===== src/rtl/debounce_pkg.sv =====
// Shared types and defaults for the debounce_edge input-conditioning stage.
package debounce_pkg;

  localparam int DEF_SYNC_STAGES   = 2;
  localparam int DEF_STABLE_CYCLES = 4;

  localparam logic [1:0] ENC_ST_LOW    = 2'd0;
  localparam logic [1:0] ENC_WAIT_HIGH = 2'd1;
  localparam logic [1:0] ENC_ST_HIGH   = 2'd2;
  localparam logic [1:0] ENC_WAIT_LOW  = 2'd3;

  typedef enum logic [1:0] {
    ST_LOW    = ENC_ST_LOW,
    WAIT_HIGH = ENC_WAIT_HIGH,
    ST_HIGH   = ENC_ST_HIGH,
    WAIT_LOW  = ENC_WAIT_LOW
  } db_state_t;

endpackage


===== src/rtl/sync_chain.sv =====
// SYNC_STAGES-deep 1-bit synchroniser; reusable by any asynchronous input stage.
module sync_chain
  import debounce_pkg::*;
#(
  parameter int SYNC_STAGES = DEF_SYNC_STAGES
) (
  input  logic Clk,
  input  logic Rst,
  input  logic d,
  output logic q
);

  logic [SYNC_STAGES-1:0] stages;

  always_ff @(posedge Clk) begin
    if (Rst) begin
      stages <= '0;
    end else begin
      stages <= {stages[SYNC_STAGES-2:0], d};
    end
  end

  assign q = stages[SYNC_STAGES-1];

endmodule


===== src/rtl/debounce_edge.sv =====
// Synchronises and debounces a bouncy input into a registered level plus
// single-cycle rise/fall strobes.
module debounce_edge
  import debounce_pkg::*;
#(
  parameter int SYNC_STAGES   = DEF_SYNC_STAGES,
  parameter int STABLE_CYCLES = DEF_STABLE_CYCLES
) (
  input  logic       Clk,
  input  logic       Rst,
  input  logic       BtnIn,
  output logic       Level,
  output logic       Rise,
  output logic       Fall,
  output logic [1:0] dbg_state
);

  localparam int              CNT_W    = $clog2(STABLE_CYCLES);
  localparam logic [CNT_W-1:0] CNT_LAST = CNT_W'(STABLE_CYCLES - 1);
  localparam logic [CNT_W-1:0] CNT_ONE  = CNT_W'(1);

  logic             s;
  db_state_t        state, state_nxt;
  logic [CNT_W-1:0] cnt, cnt_nxt;
  logic             level_nxt, rise_nxt, fall_nxt;

  sync_chain #(
    .SYNC_STAGES(SYNC_STAGES)
  ) u_sync (
    .Clk(Clk),
    .Rst(Rst),
    .d  (BtnIn),
    .q  (s)
  );

  always_ff @(posedge Clk) begin
    if (Rst) begin
      state <= ST_LOW;
      cnt   <= '0;
      Level <= 1'b0;
      Rise  <= 1'b0;
      Fall  <= 1'b0;
    end else begin
      state <= state_nxt;
      cnt   <= cnt_nxt;
      Level <= level_nxt;
      Rise  <= rise_nxt;
      Fall  <= fall_nxt;
    end
  end

  // Entering a WAIT state already counts the first differing sample, so the
  // commit lands on exactly STABLE_CYCLES consecutive samples.
  always_comb begin
    state_nxt = state;
    cnt_nxt   = cnt;
    level_nxt = Level;
    rise_nxt  = 1'b0;
    fall_nxt  = 1'b0;
    case (state)
      ST_LOW: begin
        if (s) begin
          state_nxt = WAIT_HIGH;
          cnt_nxt   = CNT_ONE;
        end
      end
      WAIT_HIGH: begin
        if (!s) begin
          state_nxt = ST_LOW;
          cnt_nxt   = '0;
        end else if (cnt == CNT_LAST) begin
          state_nxt = ST_HIGH;
          level_nxt = 1'b1;
          rise_nxt  = 1'b1;
          cnt_nxt   = '0;
        end else begin
          cnt_nxt = cnt + CNT_ONE;
        end
      end
      ST_HIGH: begin
        if (!s) begin
          state_nxt = WAIT_LOW;
          cnt_nxt   = CNT_ONE;
        end
      end
      WAIT_LOW: begin
        if (s) begin
          state_nxt = ST_HIGH;
          cnt_nxt   = '0;
        end else if (cnt == CNT_LAST) begin
          state_nxt = ST_LOW;
          level_nxt = 1'b0;
          fall_nxt  = 1'b1;
          cnt_nxt   = '0;
        end else begin
          cnt_nxt = cnt + CNT_ONE;
        end
      end
      default: begin
        state_nxt = ST_LOW;
        cnt_nxt   = '0;
      end
    endcase
  end

  assign dbg_state = state;

endmodule


===== config.mk =====
export PLATFORM = sky130hd
export DESIGN_NAME = debounce_edge
export DESIGN_NICKNAME = d
export VERILOG_FILES = /design/src/rtl/debounce_pkg.sv /design/src/rtl/sync_chain.sv /design/src/rtl/debounce_edge.sv
export SDC_FILE = /design/constraint.sdc
export NUM_CORES = 1
export LEC_CHECK = 0
export BUFFER_PORTS_ARGS = -buffer_cell sky130_fd_sc_hd__buf_2
export CAP_MARGIN = 30
export CELL_PAD_IN_SITES_DETAIL_PLACEMENT = 0
export CELL_PAD_IN_SITES_GLOBAL_PLACEMENT = 1
export CORE_AREA = 4 4 41 43
export DETAILED_ROUTE_END_ITERATION = 7
export DIE_AREA = 0 0 45 47
export PLACE_DENSITY = 0.58
export SYNTH_ARGS = -nofsm -noshare
export SYNTH_HDL_FRONTEND = slang
export SYNTH_SLANG_ARGS = --single-unit

===== constraint.sdc =====
create_clock -name Clk -period 1.5 [get_ports Clk]
set_clock_uncertainty 0.2 [all_clocks]
set_input_delay 0 -clock Clk [delete_from_list [all_inputs] [get_ports Clk]]
set_output_delay 0 -clock Clk [all_outputs]
set_load 0.03 [all_outputs]

==> flow_results.org <==
** Yosys
- Dominant cell by count in the synthesized netlist :: sky130_fd_sc_hd__dfxtp_1
- Net count after synthesis :: 36
- In this run, synthesis inferred 0 flip-flops with an integrated enable.
- Area share of the largest cell type after synthesis :: 56.0%
- Commonest cells post-synth :: 9 x sky130_fd_sc_hd__dfxtp_1, 3 x sky130_fd_sc_hd__nand2_1
- Flop and latch count out of synthesis :: 9
- In the synthesized netlist the dominant register cell turns out to be sky130_fd_sc_hd__dfxtp_1.
- Cell type with the largest total area after synthesis :: sky130_fd_sc_hd__dfxtp_1
- Cell types occupying the most area after synthesis :: sky130_fd_sc_hd__dfxtp_1 56%, sky130_fd_sc_hd__nor4b_1 5.4%, sky130_fd_sc_hd__ha_1 3.9%, sky130_fd_sc_hd__nor2b_1 3.9%, sky130_fd_sc_hd__nand2_1 3.5%
- Yosys mapped the design onto 17 distinct sky130hd cell types.
- Dividing the synthesized area by the synthesized cell count gives 10.0 um2.
- Post-synth design cell area :: 322 um2
- After technology mapping, the gate count stands at 32.
- Number of synthesis warnings :: 0
- After synthesis, the share of flip-flops with an asynchronous set or reset is 0%.
- Fraction of the yosys area taken by sequential cells :: 56.0%

** Worst setup path
- For the worst setup path, the data arrival time is 1.33 ns.
- Critical path start-end classification :: in2reg
- In this design, the stage delay of the slowest critical-path cell is 0.55 ns.
- STA puts the critical path data required time at 1.45 ns.
- STA classifies the critical path startpoint as a primary input.
- Maximum net fanout on the critical path :: 9
- CP endpoint kind :: flip-flop
- For this design, the slowest cell found on the critical path is sky130_fd_sc_hd__dlygate4sd3_1.
- Critical path cell sequence :: dlygate4sd3_1 > buf_2 > nor2b_1 > dlygate4sd3_1
- The number of buffers and inverters on the critical path is 3.
- On the critical path the largest part of the delay comes from buffers and inverters.
- Cell repeated most along the worst path :: sky130_fd_sc_hd__dlygate4sd3_1

** Clocking
- Root buffer cell :: sky130_fd_sc_hd__clkbuf_4
- For this design, the sink count on the clock tree is 9.
- CTS buffer count :: 3
- In this run the deepest clock path goes through 2 buffers.
- CTS H-Tree Depth :: 1
- Clock-pin slew was measured on the worst setup and hold paths at 0.06 ns.
- Clock latency on the worst-skew pair, taken at its later pin, is 0.26 ns.
- TritonCTS built the clock tree.
- Cells resized by post-CTS repair :: 0

** Timing
- Tightest Pin Transition :: 0.245 ns
- Final critical-path required period :: 1.37 ns
- Final hold vios :: 0
- FMAX :: 727 MHz
- After routing, the total negative slack on setup checks comes to 0 ns.
- Share of the cycle needed by the critical path after routing :: 91.7%
- Final number of setup-violating endpoints :: 0
- RSZ-0062 raised after global routing :: false
- Headroom to the max-slew limit came out at 83.5%.
- The final-report max-slew violation count is 0.

** Finish
- Counting the fill cells in the layout gives 146.
- Number of diodes :: 0
- Post-layout instance area :: 428 um2
- From synthesis to final layout, the design area changed by 33.1%.
- Summing all flip-flop and latch instances after layout gives 180 um2.
- In the final layout, the share of cells above drive strength 1 is 26.7%.
- Multi-input gate area :: 134 um2
- At the end of the flow the core is filled with cells to 32.9%.
- The net count of the finished layout is 50.

** Global route
- After global routing the overflow that remains totals 0.
- Global-route wire length before repair :: 1000 um
- Number of antenna violations at the first check in global routing :: 0
- The number of global-route vias before repair is 249.
- Entering global routing, the biggest net connects 10 pins.
- Global routing used 7.70% of the available tracks across all layers.

** Run
- The tool flagged a number of max-cap violations equal to 0.

** Route
- DR vias/cell :: 4.60
- Total via count in the routed design :: 276
- In the final routed layout, each cell accounts on average for 10.9 um.
- Total length of routed wires :: 651 um
- In this run the remaining antenna-violating nets after routing total 0.
- DRC viols :: 0
- The pre-antenna-repair detailed-routing pass consisted of 4 iterations.
- Initial DRC count :: 1

** Floorplanning
- The floorplan step set the die height to 47 um.
- The floorplan step set the die width to 45 um.
- Core Region :: 1300 um2
- Number of top-level pins :: 8
- Die area :: 2120 um2
- Initial core utilization :: 24.7%
- After floorplanning, the core was divided into 13 placement rows.

** Power and ir drop
- Dividing total power by cell area gives a power density of 1110 nW/um2.
- The worst-case IR drop observed on VDD is 400 uV.
- LEAKAGE :: 0.183 nW

** Placed design
- The congestion estimate from routability-driven global placement came to 0.783.
- Input and output buffers added on the ports amount to 7.
- Placement Cell Area :: 372 um2

** Status
- The run finished with clean final reports.

** Hold path
- The tightest min-delay check is of the reg2reg type.
==> report_power, final <==
part	total (W)	switching, W	internal [W]	leakage, nW
clock network	0.000190	0.0000876	0.000103	0.0150
logic	0.0000341	0.0000179	0.0000163	0.0948
registers	0.000252	0.00000537	0.000246	0.0733
total	0.000476	0.000111	0.000365	0.183
==> timing repair <==
item | CTS | global route
hold buffers | 3 | 0
buffers inserted | 0 | 0
endpoints found under the hold margin | 9 | 0
==> placed cells by master (no fill, tap or decap) <==
| cell type | n |
|---|---|
| sky130_fd_sc_hd__a21o_2 | 1 |
| sky130_fd_sc_hd__a21oi_2 | 1 |
| sky130_fd_sc_hd__dfxtp_1 | 9 |
| sky130_fd_sc_hd__a21oi_1 | 2 |
| sky130_fd_sc_hd__o21ai_0 | 1 |
| sky130_fd_sc_hd__nor2b_1 | 2 |
| sky130_fd_sc_hd__o21a_1 | 1 |
| sky130_fd_sc_hd__clkbuf_1 | 1 |
| sky130_fd_sc_hd__nor2_1 | 2 |
| sky130_fd_sc_hd__clkbuf_4 | 3 |
| sky130_fd_sc_hd__xor2_1 | 1 |
| sky130_fd_sc_hd__or3b_1 | 1 |
| sky130_fd_sc_hd__nand2_1 | 3 |
| sky130_fd_sc_hd__nor4b_1 | 2 |
| sky130_fd_sc_hd__dlygate4sd3_1 | 3 |
| sky130_fd_sc_hd__nor3_1 | 1 |
| sky130_fd_sc_hd__ha_1 | 1 |
| sky130_fd_sc_hd__inv_1 | 1 |
| sky130_fd_sc_hd__buf_2 | 7 |
| sky130_fd_sc_hd__nand3_1 | 2 |
==> metal layers <==
layer | wire, um | GRT usage [%] | part of all wire, %
met1 | 282 | 7.83 | 43
met2 | 290 | 9.04 | 45
met3 | 51 | 4.98 | 7.8
met4 | 27 | 10.5 | 4.1
met5 | 0 | 0 | 0
==> area by class of cell <==
| type | count | share of cell area [%] |
|---|---|---|
| sequential | 9 | 42.1 |
| multi-input combinational | 21 | 31.3 |
| timing repair buffer | 10 | 15.2 |
| clock buffer | 4 | 6.14 |
| tap | 15 | 4.39 |
| inverter | 1 | 0.877 |
==> kinds of logic (layout without fill, tap and decap cells) <==
group	Yosys count	in the layout	share of synthesized area, %
compound gates	6	6	12.5
buf+inv	2	15	2.33
simple gates	13	13	22.6
flops	9	9	56.0
xor+xnor	1	1	2.72
fa+ha+maj	1	1	3.89
==> path summary, 6_finish.rpt <==
| kind | from | endpoint | slack [ns] | cells past startpoint |
|---|---|---|---|---|
| worst max-delay path | Rst | u_sync.stages[0] | 0.13 | 4 |
| worst min-delay path | u_sync.stages[0] | u_sync.stages[1] | 0.25 | 1 |
| worst max register to register | flip-flop | cnt[1] | 0.17 | 3 |
| worst min register to register | u_sync.stages[0] | u_sync.stages[1] | 0.25 | 1 |
==> through the flow <==
stage               setup WS (ns)  total power (W)  hold WS (ns)  instances
global route               0.0329         0.000504         0.273         60
floorplan                  0.0122         0.000277       -0.0718         32
CTS                         0.137         0.000485         0.256         60
global placement            0.205         0.000285        0.0150         53
finish                      0.125         0.000476         0.246         60
detailed placement          0.183         0.000286        0.0228         53
No activity file was read; power rests on OpenSTA's default activity.
